<file path="src/rtl/mem_arbiter_if.sv">
// Bus bundle between the CPU ports, the arbiter and the unified memory.
//   i_*   : instruction-fetch requester (level request, one-cycle ready pulse)
//   d_*   : data (LW/SW) requester (level request, one-cycle ready pulse)
//   mem_* : single-ported fixed-latency memory side
//   busy  : arbiter has an access in flight
// Modport slave is taken by the arbiter; master is the environment side (CPU + memory).
interface mem_arbiter_if #(
   parameter int unsigned ADDR_W = 32,
   parameter int unsigned DATA_W = 32
);
   logic              i_req;
   logic [ADDR_W-1:0] i_addr;
   logic              i_ready;
   logic [DATA_W-1:0] i_rdata;

   logic              d_req;
   logic              d_we;
   logic [ADDR_W-1:0] d_addr;
   logic [DATA_W-1:0] d_wdata;
   logic              d_ready;
   logic [DATA_W-1:0] d_rdata;

   logic              mem_en;
   logic              mem_we;
   logic [ADDR_W-1:0] mem_addr;
   logic [DATA_W-1:0] mem_wdata;
   logic [DATA_W-1:0] mem_rdata;

   logic              busy;

   modport slave (
      input  i_req, i_addr, d_req, d_we, d_addr, d_wdata, mem_rdata,
      output i_ready, i_rdata, d_ready, d_rdata, mem_en, mem_we, mem_addr, mem_wdata, busy
   );

   modport master (
      output i_req, i_addr, d_req, d_we, d_addr, d_wdata, mem_rdata,
      input  i_ready, i_rdata, d_ready, d_rdata, mem_en, mem_we, mem_addr, mem_wdata, busy
   );
endinterface

</file>
<file path="src/rtl/mem_arbiter.sv">
// Two-port arbiter sharing one fixed-latency memory between instruction fetch and data access.
// One access at a time: a winner is picked in IDLE, a single registered mem_en strobe is issued,
// LAT cycles are counted out, then the winner gets a one-cycle ready pulse with read data.
//
// Ports:
//   clk  : rising-edge clock
//   rst  : asynchronous, active-low reset
//   bus  : mem_arbiter_if.slave (fetch port, data port, memory port, busy)
//
// Parameters: ADDR_W, DATA_W, LAT (1..15), STARVE_MAX (1..15).
// Build option: define MEM_ARB_RR_EN for round-robin conflict resolution; otherwise data wins
// conflicts until it has been granted STARVE_MAX times in a row over a waiting fetch.
module mem_arbiter #(
   parameter int unsigned ADDR_W     = 32,
   parameter int unsigned DATA_W     = 32,
   parameter int unsigned LAT        = 2,
   parameter int unsigned STARVE_MAX = 4
) (
   input  logic          clk,
   input  logic          rst,
   mem_arbiter_if.slave  bus
);

   localparam logic [3:0] LatCnt = 4'(LAT);

   typedef enum logic {StIdle = 1'b0, StWait = 1'b1} state_e;

   state_e            state_q;
   logic [3:0]        cnt_q;
   logic              gnt_d_q;   // 1: data port owns the current access
   logic              gnt_we_q;  // current access is a write (no rdata capture)
   logic              i_ready_q;
   logic              d_ready_q;
   logic [DATA_W-1:0] i_rdata_q;
   logic [DATA_W-1:0] d_rdata_q;
   logic              mem_en_q;
   logic              mem_we_q;
   logic [ADDR_W-1:0] mem_addr_q;
   logic [DATA_W-1:0] mem_wdata_q;
   logic              busy_q;
   logic              pick_d;

`ifdef MEM_ARB_RR_EN
   logic              last_d_q;  // most recent grant went to the data port
`else
   localparam logic [3:0] StarveMax = 4'(STARVE_MAX);
   logic [3:0]        starve_q;  // consecutive data grants taken while fetch waited
`endif

   // Only meaningful when at least one request is present; i wins whenever pick_d is 0.
   always_comb begin
      pick_d = 1'b0;
`ifdef MEM_ARB_RR_EN
      pick_d = bus.d_req && (!bus.i_req || !last_d_q);
`else
      pick_d = bus.d_req && (!bus.i_req || (starve_q != StarveMax));
`endif
   end

   always_ff @(posedge clk or negedge rst) begin
      if (!rst) begin
         state_q     <= StIdle;
         cnt_q       <= '0;
         gnt_d_q     <= 1'b0;
         gnt_we_q    <= 1'b0;
         i_ready_q   <= 1'b0;
         d_ready_q   <= 1'b0;
         i_rdata_q   <= '0;
         d_rdata_q   <= '0;
         mem_en_q    <= 1'b0;
         mem_we_q    <= 1'b0;
         mem_addr_q  <= '0;
         mem_wdata_q <= '0;
         busy_q      <= 1'b0;
`ifdef MEM_ARB_RR_EN
         last_d_q    <= 1'b0;
`else
         starve_q    <= '0;
`endif
      end else begin
         // Strobes and ready pulses are single-cycle unless re-asserted below.
         i_ready_q <= 1'b0;
         d_ready_q <= 1'b0;
         mem_en_q  <= 1'b0;
         mem_we_q  <= 1'b0;
         unique case (state_q)
            StIdle: begin
               if (bus.i_req || bus.d_req) begin
                  if (pick_d) begin
                     mem_addr_q  <= bus.d_addr;
                     mem_wdata_q <= bus.d_wdata;
                     mem_we_q    <= bus.d_we;
                     gnt_we_q    <= bus.d_we;
                     gnt_d_q     <= 1'b1;
                  end else begin
                     mem_addr_q  <= bus.i_addr;
                     mem_we_q    <= 1'b0;
                     gnt_we_q    <= 1'b0;
                     gnt_d_q     <= 1'b0;
                  end
`ifdef MEM_ARB_RR_EN
                  last_d_q <= pick_d;
`else
                  if (pick_d && bus.i_req) starve_q <= starve_q + 4'd1;
                  else                     starve_q <= '0;
`endif
                  mem_en_q <= 1'b1;
                  cnt_q    <= LatCnt;
                  busy_q   <= 1'b1;
                  state_q  <= StWait;
               end
            end
            StWait: begin
               cnt_q <= cnt_q - 4'd1;
               if (cnt_q == 4'd1) begin
                  if (gnt_d_q) begin
                     d_ready_q <= 1'b1;
                     if (!gnt_we_q) d_rdata_q <= bus.mem_rdata;
                  end else begin
                     i_ready_q <= 1'b1;
                     i_rdata_q <= bus.mem_rdata;
                  end
                  busy_q  <= 1'b0;
                  state_q <= StIdle;
               end
            end
         endcase
      end
   end

   assign bus.i_ready   = i_ready_q;
   assign bus.i_rdata   = i_rdata_q;
   assign bus.d_ready   = d_ready_q;
   assign bus.d_rdata   = d_rdata_q;
   assign bus.mem_en    = mem_en_q;
   assign bus.mem_we    = mem_we_q;
   assign bus.mem_addr  = mem_addr_q;
   assign bus.mem_wdata = mem_wdata_q;
   assign bus.busy      = busy_q;

endmodule

</file>
<file path="src/flat_wrapper.sv">
// flat-port wrapper written by rule: the top's interface ports become plain ports
module mem_arbiter_flat 
#(
   parameter int unsigned ADDR_W     = 32,
   parameter int unsigned DATA_W     = 32,
   parameter int unsigned LAT        = 2,
   parameter int unsigned STARVE_MAX = 4
)
  (clk, rst, bus_i_req, bus_i_addr, bus_d_req, bus_d_we, bus_d_addr, bus_d_wdata, bus_mem_rdata, bus_i_ready, bus_i_rdata, bus_d_ready, bus_d_rdata, bus_mem_en, bus_mem_we, bus_mem_addr, bus_mem_wdata, bus_busy);
  mem_arbiter_if #(.ADDR_W(ADDR_W), .DATA_W(DATA_W)) bus_i ();
  input  logic clk;
  input  logic rst;
  input wire logic [$bits(bus_i.i_req)-1:0] bus_i_req;
  input wire logic [$bits(bus_i.i_addr)-1:0] bus_i_addr;
  input wire logic [$bits(bus_i.d_req)-1:0] bus_d_req;
  input wire logic [$bits(bus_i.d_we)-1:0] bus_d_we;
  input wire logic [$bits(bus_i.d_addr)-1:0] bus_d_addr;
  input wire logic [$bits(bus_i.d_wdata)-1:0] bus_d_wdata;
  input wire logic [$bits(bus_i.mem_rdata)-1:0] bus_mem_rdata;
  output wire logic [$bits(bus_i.i_ready)-1:0] bus_i_ready;
  output wire logic [$bits(bus_i.i_rdata)-1:0] bus_i_rdata;
  output wire logic [$bits(bus_i.d_ready)-1:0] bus_d_ready;
  output wire logic [$bits(bus_i.d_rdata)-1:0] bus_d_rdata;
  output wire logic [$bits(bus_i.mem_en)-1:0] bus_mem_en;
  output wire logic [$bits(bus_i.mem_we)-1:0] bus_mem_we;
  output wire logic [$bits(bus_i.mem_addr)-1:0] bus_mem_addr;
  output wire logic [$bits(bus_i.mem_wdata)-1:0] bus_mem_wdata;
  output wire logic [$bits(bus_i.busy)-1:0] bus_busy;
  assign bus_i.i_req = bus_i_req;
  assign bus_i.i_addr = bus_i_addr;
  assign bus_i.d_req = bus_d_req;
  assign bus_i.d_we = bus_d_we;
  assign bus_i.d_addr = bus_d_addr;
  assign bus_i.d_wdata = bus_d_wdata;
  assign bus_i.mem_rdata = bus_mem_rdata;
  assign bus_i_ready = bus_i.i_ready;
  assign bus_i_rdata = bus_i.i_rdata;
  assign bus_d_ready = bus_i.d_ready;
  assign bus_d_rdata = bus_i.d_rdata;
  assign bus_mem_en = bus_i.mem_en;
  assign bus_mem_we = bus_i.mem_we;
  assign bus_mem_addr = bus_i.mem_addr;
  assign bus_mem_wdata = bus_i.mem_wdata;
  assign bus_busy = bus_i.busy;
  mem_arbiter #(.ADDR_W(ADDR_W), .DATA_W(DATA_W), .LAT(LAT), .STARVE_MAX(STARVE_MAX)) u_core (.clk(clk), .rst(rst), .bus(bus_i));
endmodule
</file>
<file path="config.mk">
export PLATFORM = sky130hd
export DESIGN_NAME = mem_arbiter_flat
export DESIGN_NICKNAME = d
export VERILOG_FILES = /design/src/rtl/mem_arbiter_if.sv /design/src/rtl/mem_arbiter.sv /design/src/flat_wrapper.sv
export SDC_FILE = /design/constraint.sdc
export NUM_CORES = 1
export LEC_CHECK = 0
export BUFFER_PORTS_ARGS = -buffer_cell sky130_fd_sc_hd__buf_4
export CORE_UTILIZATION = 39
export CTS_CLUSTER_DIAMETER = 60
export DETAILED_ROUTE_END_ITERATION = 10
export GPL_ROUTABILITY_DRIVEN = 0
export PLACE_DENSITY_LB_ADDON = 0.05
export SYNTH_ARGS = -nofsm -noshare
export SYNTH_HDL_FRONTEND = slang
export SYNTH_SLANG_ARGS = --single-unit
export TNS_END_PERCENT = 10
</file>
<file path="constraint.sdc">
create_clock -name clk -period 3.6 [get_ports clk]
set_input_delay 1.08 -clock clk [delete_from_list [all_inputs] [get_ports clk]]
set_output_delay 1.08 -clock clk [all_outputs]
set_load 0.02 [all_outputs]
</file>
**Word-level counts from Yosys, hierarchy flattened**

Cells that the tools add are included.

- Output and inout bits: 133
- Input bits: 133
- Logic and storage cells: 54
- Bits in registers: 144

- Mux-type cells: 21
- $add $sub $neg: 2
- Bitwise logic cells: 3
- Equal/unequal tests: 4
- Reduce and logical (&&, ||, !) cells: 10

Operators with widths:

| kind | number |
|---|---|
| $mux 32 | 1 |
| $mux 1 | 15 |
| $mux 4 | 2 |
| $pmux 4 s2 | 1 |
| $reduce_and 3->1 | 2 |
| $add 4x1->4 const B | 1 |
| $eq 4x1->1 const B | 1 |
| $ne 4x3->1 const B | 1 |
| $pmux 1 s2 | 2 |
| $reduce_and 2->1 | 2 |
| $reduce_and 4->1 | 1 |
| $sub 4x1->4 const B | 1 |
| $not 1->1 | 3 |
| $logic_and 1x1->1 | 2 |
| $logic_or 1x1->1 | 2 |
| $ne 2x1->1 const B | 1 |
| $ne 2x2->1 const B | 1 |
| $logic_not 1->1 | 1 |

**Longest topological paths before layout**

- Word-level depth: 6
- Gate-level depth with buffers: 7
- Gate-level depth less buffers: 5

**Least setup slack after synthesis**

Ideal clock, no wire load.

- Kind: input to register
- From: in bus_i_req
- To: reg u_core.mem_wdata_q[10], in the netlist u_core.bus.mem_wdata[10]
- Library setup time: 0.125 ns
- Slack: 1.383 ns
- Path buffers: 3
- Stages on the path: 6
- Data arrival time: 2.092 ns
- Data required time: 3.475 ns
- Path through: buf_4 > nand4b_4 > and3b_1 > buf_6 > buf_6 > mux2_4

- Word-level cells in the longest chain between the ends: 4
- Elaborated cells between the ends (all ways): 5
- Those cells by class: reduce/logical (5)

RTL lines:

| element | RTL line | RTL |
|---|---|---|
| from (decl) | flat_wrapper.sv:13 | `input wire logic [$bits(bus_i.i_req)-1:0] bus_i_req;` |
| $logic_not 1->1 | mem_arbiter.sv:56 | `pick_d = bus.d_req && (!bus.i_req \|\| (starve_q != StarveMax));` |
| $logic_or 1x1->1 | mem_arbiter.sv:56 |  |
| $logic_and 1x1->1 | mem_arbiter.sv:56 |  |
| $reduce_and 3->1 (no source line) (*) | n/a |  |
| to (signal assigned) | mem_arbiter.sv:91 | `mem_wdata_q <= bus.d_wdata;` |
| to (decl) | mem_arbiter.sv:39 | `logic [DATA_W-1:0] mem_wdata_q;` |

Mark *: on every way between the ends. The rest lies on a longest branch, timed or not.
A chain may end at the register's enable or synchronous reset.

**Worst setup path in the final report**

- From: in bus_i_req
- To: reg u_core.mem_addr_q[19], in the netlist u_core.bus.mem_addr[19]

- Word-level cells in the longest chain between the ends: 4
- Elaborated cells between the ends (all ways): 6
- Those cells by class: mux (1); reduce/logical (5)

RTL lines:

| element | RTL line | RTL |
|---|---|---|
| $logic_not 1->1 | mem_arbiter.sv:56 |  |
| $logic_or 1x1->1 | mem_arbiter.sv:56 |  |
| $logic_and 1x1->1 | mem_arbiter.sv:56 |  |
| $mux 32 | mem_arbiter.sv:89 | `if (pick_d) begin` |
| to (signal assigned) | mem_arbiter.sv:90 | `mem_addr_q <= bus.d_addr;` |
| to (signal assigned) | mem_arbiter.sv:96 | `mem_addr_q <= bus.i_addr;` |
| to (decl) | mem_arbiter.sv:38 | `logic [ADDR_W-1:0] mem_addr_q;` |

Several ways; a longest one is shown, not always the timed one.

==> run metrics <==
Area contributors post-synth=dfrtp_1 58%, mux2_4 14%, mux2_1 6.9%; Pins Over Slew Limit=0; global-route wire length before repair=25,210 µm; Placed Cells=908; CP dominant cell by count=buf_4; vias in the first global route=4,812; Rows=45; Final Setup Violations=0; f_max=0.4150 GHz; Worst-Margin Slew=0.6566 ns; CTS H-tree lvls=4; # diodes=0; Setup Buffers After CTS=0; die area=16,310 µm²; post-synthesis cell area=6162 µm²; Nets=853; max incr delay on CP=0.52 ns; CP delay by family, top=buffers and inverters; most common cell after layout, fill and taps aside=buf_4; DRC=0; CP required=3.88 ns; Worst-Skew Late Latency=0.42 ns; Area growth syn-to-layout=45.64%; Pwr Density=977.8 nW/µm²; clock network power share=22.4%; CTS Root Cell=clkbuf_16; number of clock sinks=144; fin crit share=66.93%; share of cells above drive strength 1=51.17%; Avg Cell Area, Syn=13.54 µm²; Net Sw Power=0.003124 W; die height=127.7 µm; sequential fraction of the synthesis area=58.48%; Net Sw Frac=35.60%; Gate power share=44.7%; Clock Pin Slew Worst Setup and Hold Paths=0.06 ns; Post-CTS Hold Fix Bufs=0; Synth area leader=dfrtp_1; Via Count=4,572; cells along the critical path=buf_4, nand4b_4, buf_4, and2_1, buf_4, o211ai_1; hpwl dp=11,360 µm; Placeable Area=15,310 µm²; Synth Register Bits=144; Synth Instances=455; Global Route Usage Sum=20.24%; Finished Layout Cells=940; vias per cell=4.864; TNS Setup=0 ns; routed wire length=15,770 µm; WHS=0.4684 ns; static leakage=4.309 nW; post-cts resize count=0; CP Buf/Inv Count=3; Tightest Hold Check Type=flop to flop; most frequent cells in the layout=275 x buf_4, 144 x dfrtp_1, 72 x nand2_1, 58 x mux2_4, 38 x mux2_1; Critical Path Start Type=input pin; Port Buffer Count=265; VDD IR max=0.3866 mV; maximum fanout along the worst path=34; Starting Density=40.24%; # IOs=266; Chip Width=127.7 µm; post-synth top area share=58.48%; Synth Warn #=0; WL/cell=16.77 µm; syn nets=592; P_int=0.005652 W; CP max stage cell=and2_1; Worst Setup Path Type=input pin to flop; DRT Pass-1 Iters=4; crit end category=flop; Synth cell types=33; Max Root-Sink Buffers=2; Flop pwr share=32.9%; Worst Path Arrival=2.69 ns; pin count of the biggest net entering global routing=73; relative slew slack=56.23%; final hold vios=0; status=finished, final reports clean; total CTS buffers=17; Max-Cap Viols=0; post-route ant nets=0; initial drt markers=213; initial antenna violation count=0; RSZ-0062 raised after global routing=no; gr ovfl total=0; Period minus WS final=2.409 ns; TritonCTS clock tree=yes; clock skew=0.006767 ns
==> routing by layer <==
layer	wire (µm)	vias up	global-route usage [%]
met2	7715	182	33.20
li1	-	2138	-
met4	388	0	9.135
met5	0	-	0
met1	6732	2223	25.33
met3	930	29	5.050
==> final cells by class <==
cell class,instances,area [µm²]
clock inverters,9,176.4
multi-input cells,268,2317
repair buffers,277,2096
clock buffers,23,488.0
fillers,1307,6340
flip-flops and latches,144,3603
well taps,211,264.0
inverters,8,30.03
==> stage by stage <==
stage	util [%]	instance area (µm²)	setup WS (ns)	total power [W]
2_1_floorplan	-	6162	1.383	0.005209
3_3_place_gp	54.26	8310	0.8598	0.006804
3_5_place_dp	54.26	8310	0.7674	0.006882
4_1_cts	58.60	8975	1.225	0.008871
5_1_grt	58.60	8975	1.097	0.009275
6_report	58.60	8975	1.191	0.008776
==> cells by family after synthesis <==
| group | synth area share, % |
|---|---|
| flops | 58.48 |
| compound gates | 5.137 |
| buf+inv | 4.061 |
| simple gates | 10.25 |
| fa+ha+maj | 0.8122 |
| mux | 21.26 |
==> worst register-to-register path, delay by kind of cell, from the launching register on <==
family | cells | cell delay [ns]
flip-flops | 1 | 0.37
AND/OR/NAND/NOR | 2 | 0.66
adder cells (fa/ha/maj) | 1 | 0.25
AO/OA/AOI/OAI | 1 | 0.14
buffers and inverters | 3 | 0.77
==> registers in the layout, summed over array words and instances (netlist names), 4 cells and up <==
register / flops
u_core.starve_q: 4
u_core.cnt_q: 4
u_core.bus.mem_wdata: 32
u_core.bus.i_rdata: 32
u_core.bus.mem_addr: 32
u_core.bus.d_rdata: 32
==> cells in the mapped netlist, drive strengths merged <==
cell    instances
nand4          33
dfrtp         144
o22ai           2
nand3b          3
inv             8
clkbuf         14
a32o            1
a21oi           1
or4b            1
a31o            1
o211ai         32
ha              4
and3b           1
o21ai           4
and4bb          1
nand2          72
and2            3
nor3            1
nand3           3
nor2            3
o21bai          1
buf            21
nand4b          1
nor4            1
o311ai          1
mux2           97
nor2b           1
==> final timing paths <==
kind	startpoint	endpoint	slack [ns]	depth (start not counted)
setup / recovery	bus_i_req	u_core.bus.mem_addr[19]$_DFFE_PN0P_	1.19	6
hold reg to reg	u_core.cnt_q[3]$_DFFE_PN0P_	u_core.cnt_q[3]$_DFFE_PN0P_	0.47	1
min in group asynchronous	rst	u_core.bus.i_rdata[19]$_DFFE_PN0P_	0.68	1
setup reg to reg	u_core.starve_q[0]$_DFFE_PN0P_	u_core.bus.mem_addr[19]$_DFFE_PN0P_	1.29	7
hold / removal	u_core.cnt_q[3]$_DFFE_PN0P_	u_core.cnt_q[3]$_DFFE_PN0P_	0.47	1
max in group asynchronous	rst	u_core.bus.i_rdata[0]$_DFFE_PN0P_	2.09	2
==> power by group through the flow <==
stage	clock [W]	combinational (W)	sequential, W
global route	0.00207	0.00420	0.00300
detailed placement	0	0.00398	0.00291
floorplan	0	0.00147	0.00374
finish	0.00196	0.00392	0.00289
global placement	0	0.00393	0.00288
CTS	0.00200	0.00398	0.00290
No activity file was read; power rests on OpenSTA's default activity.
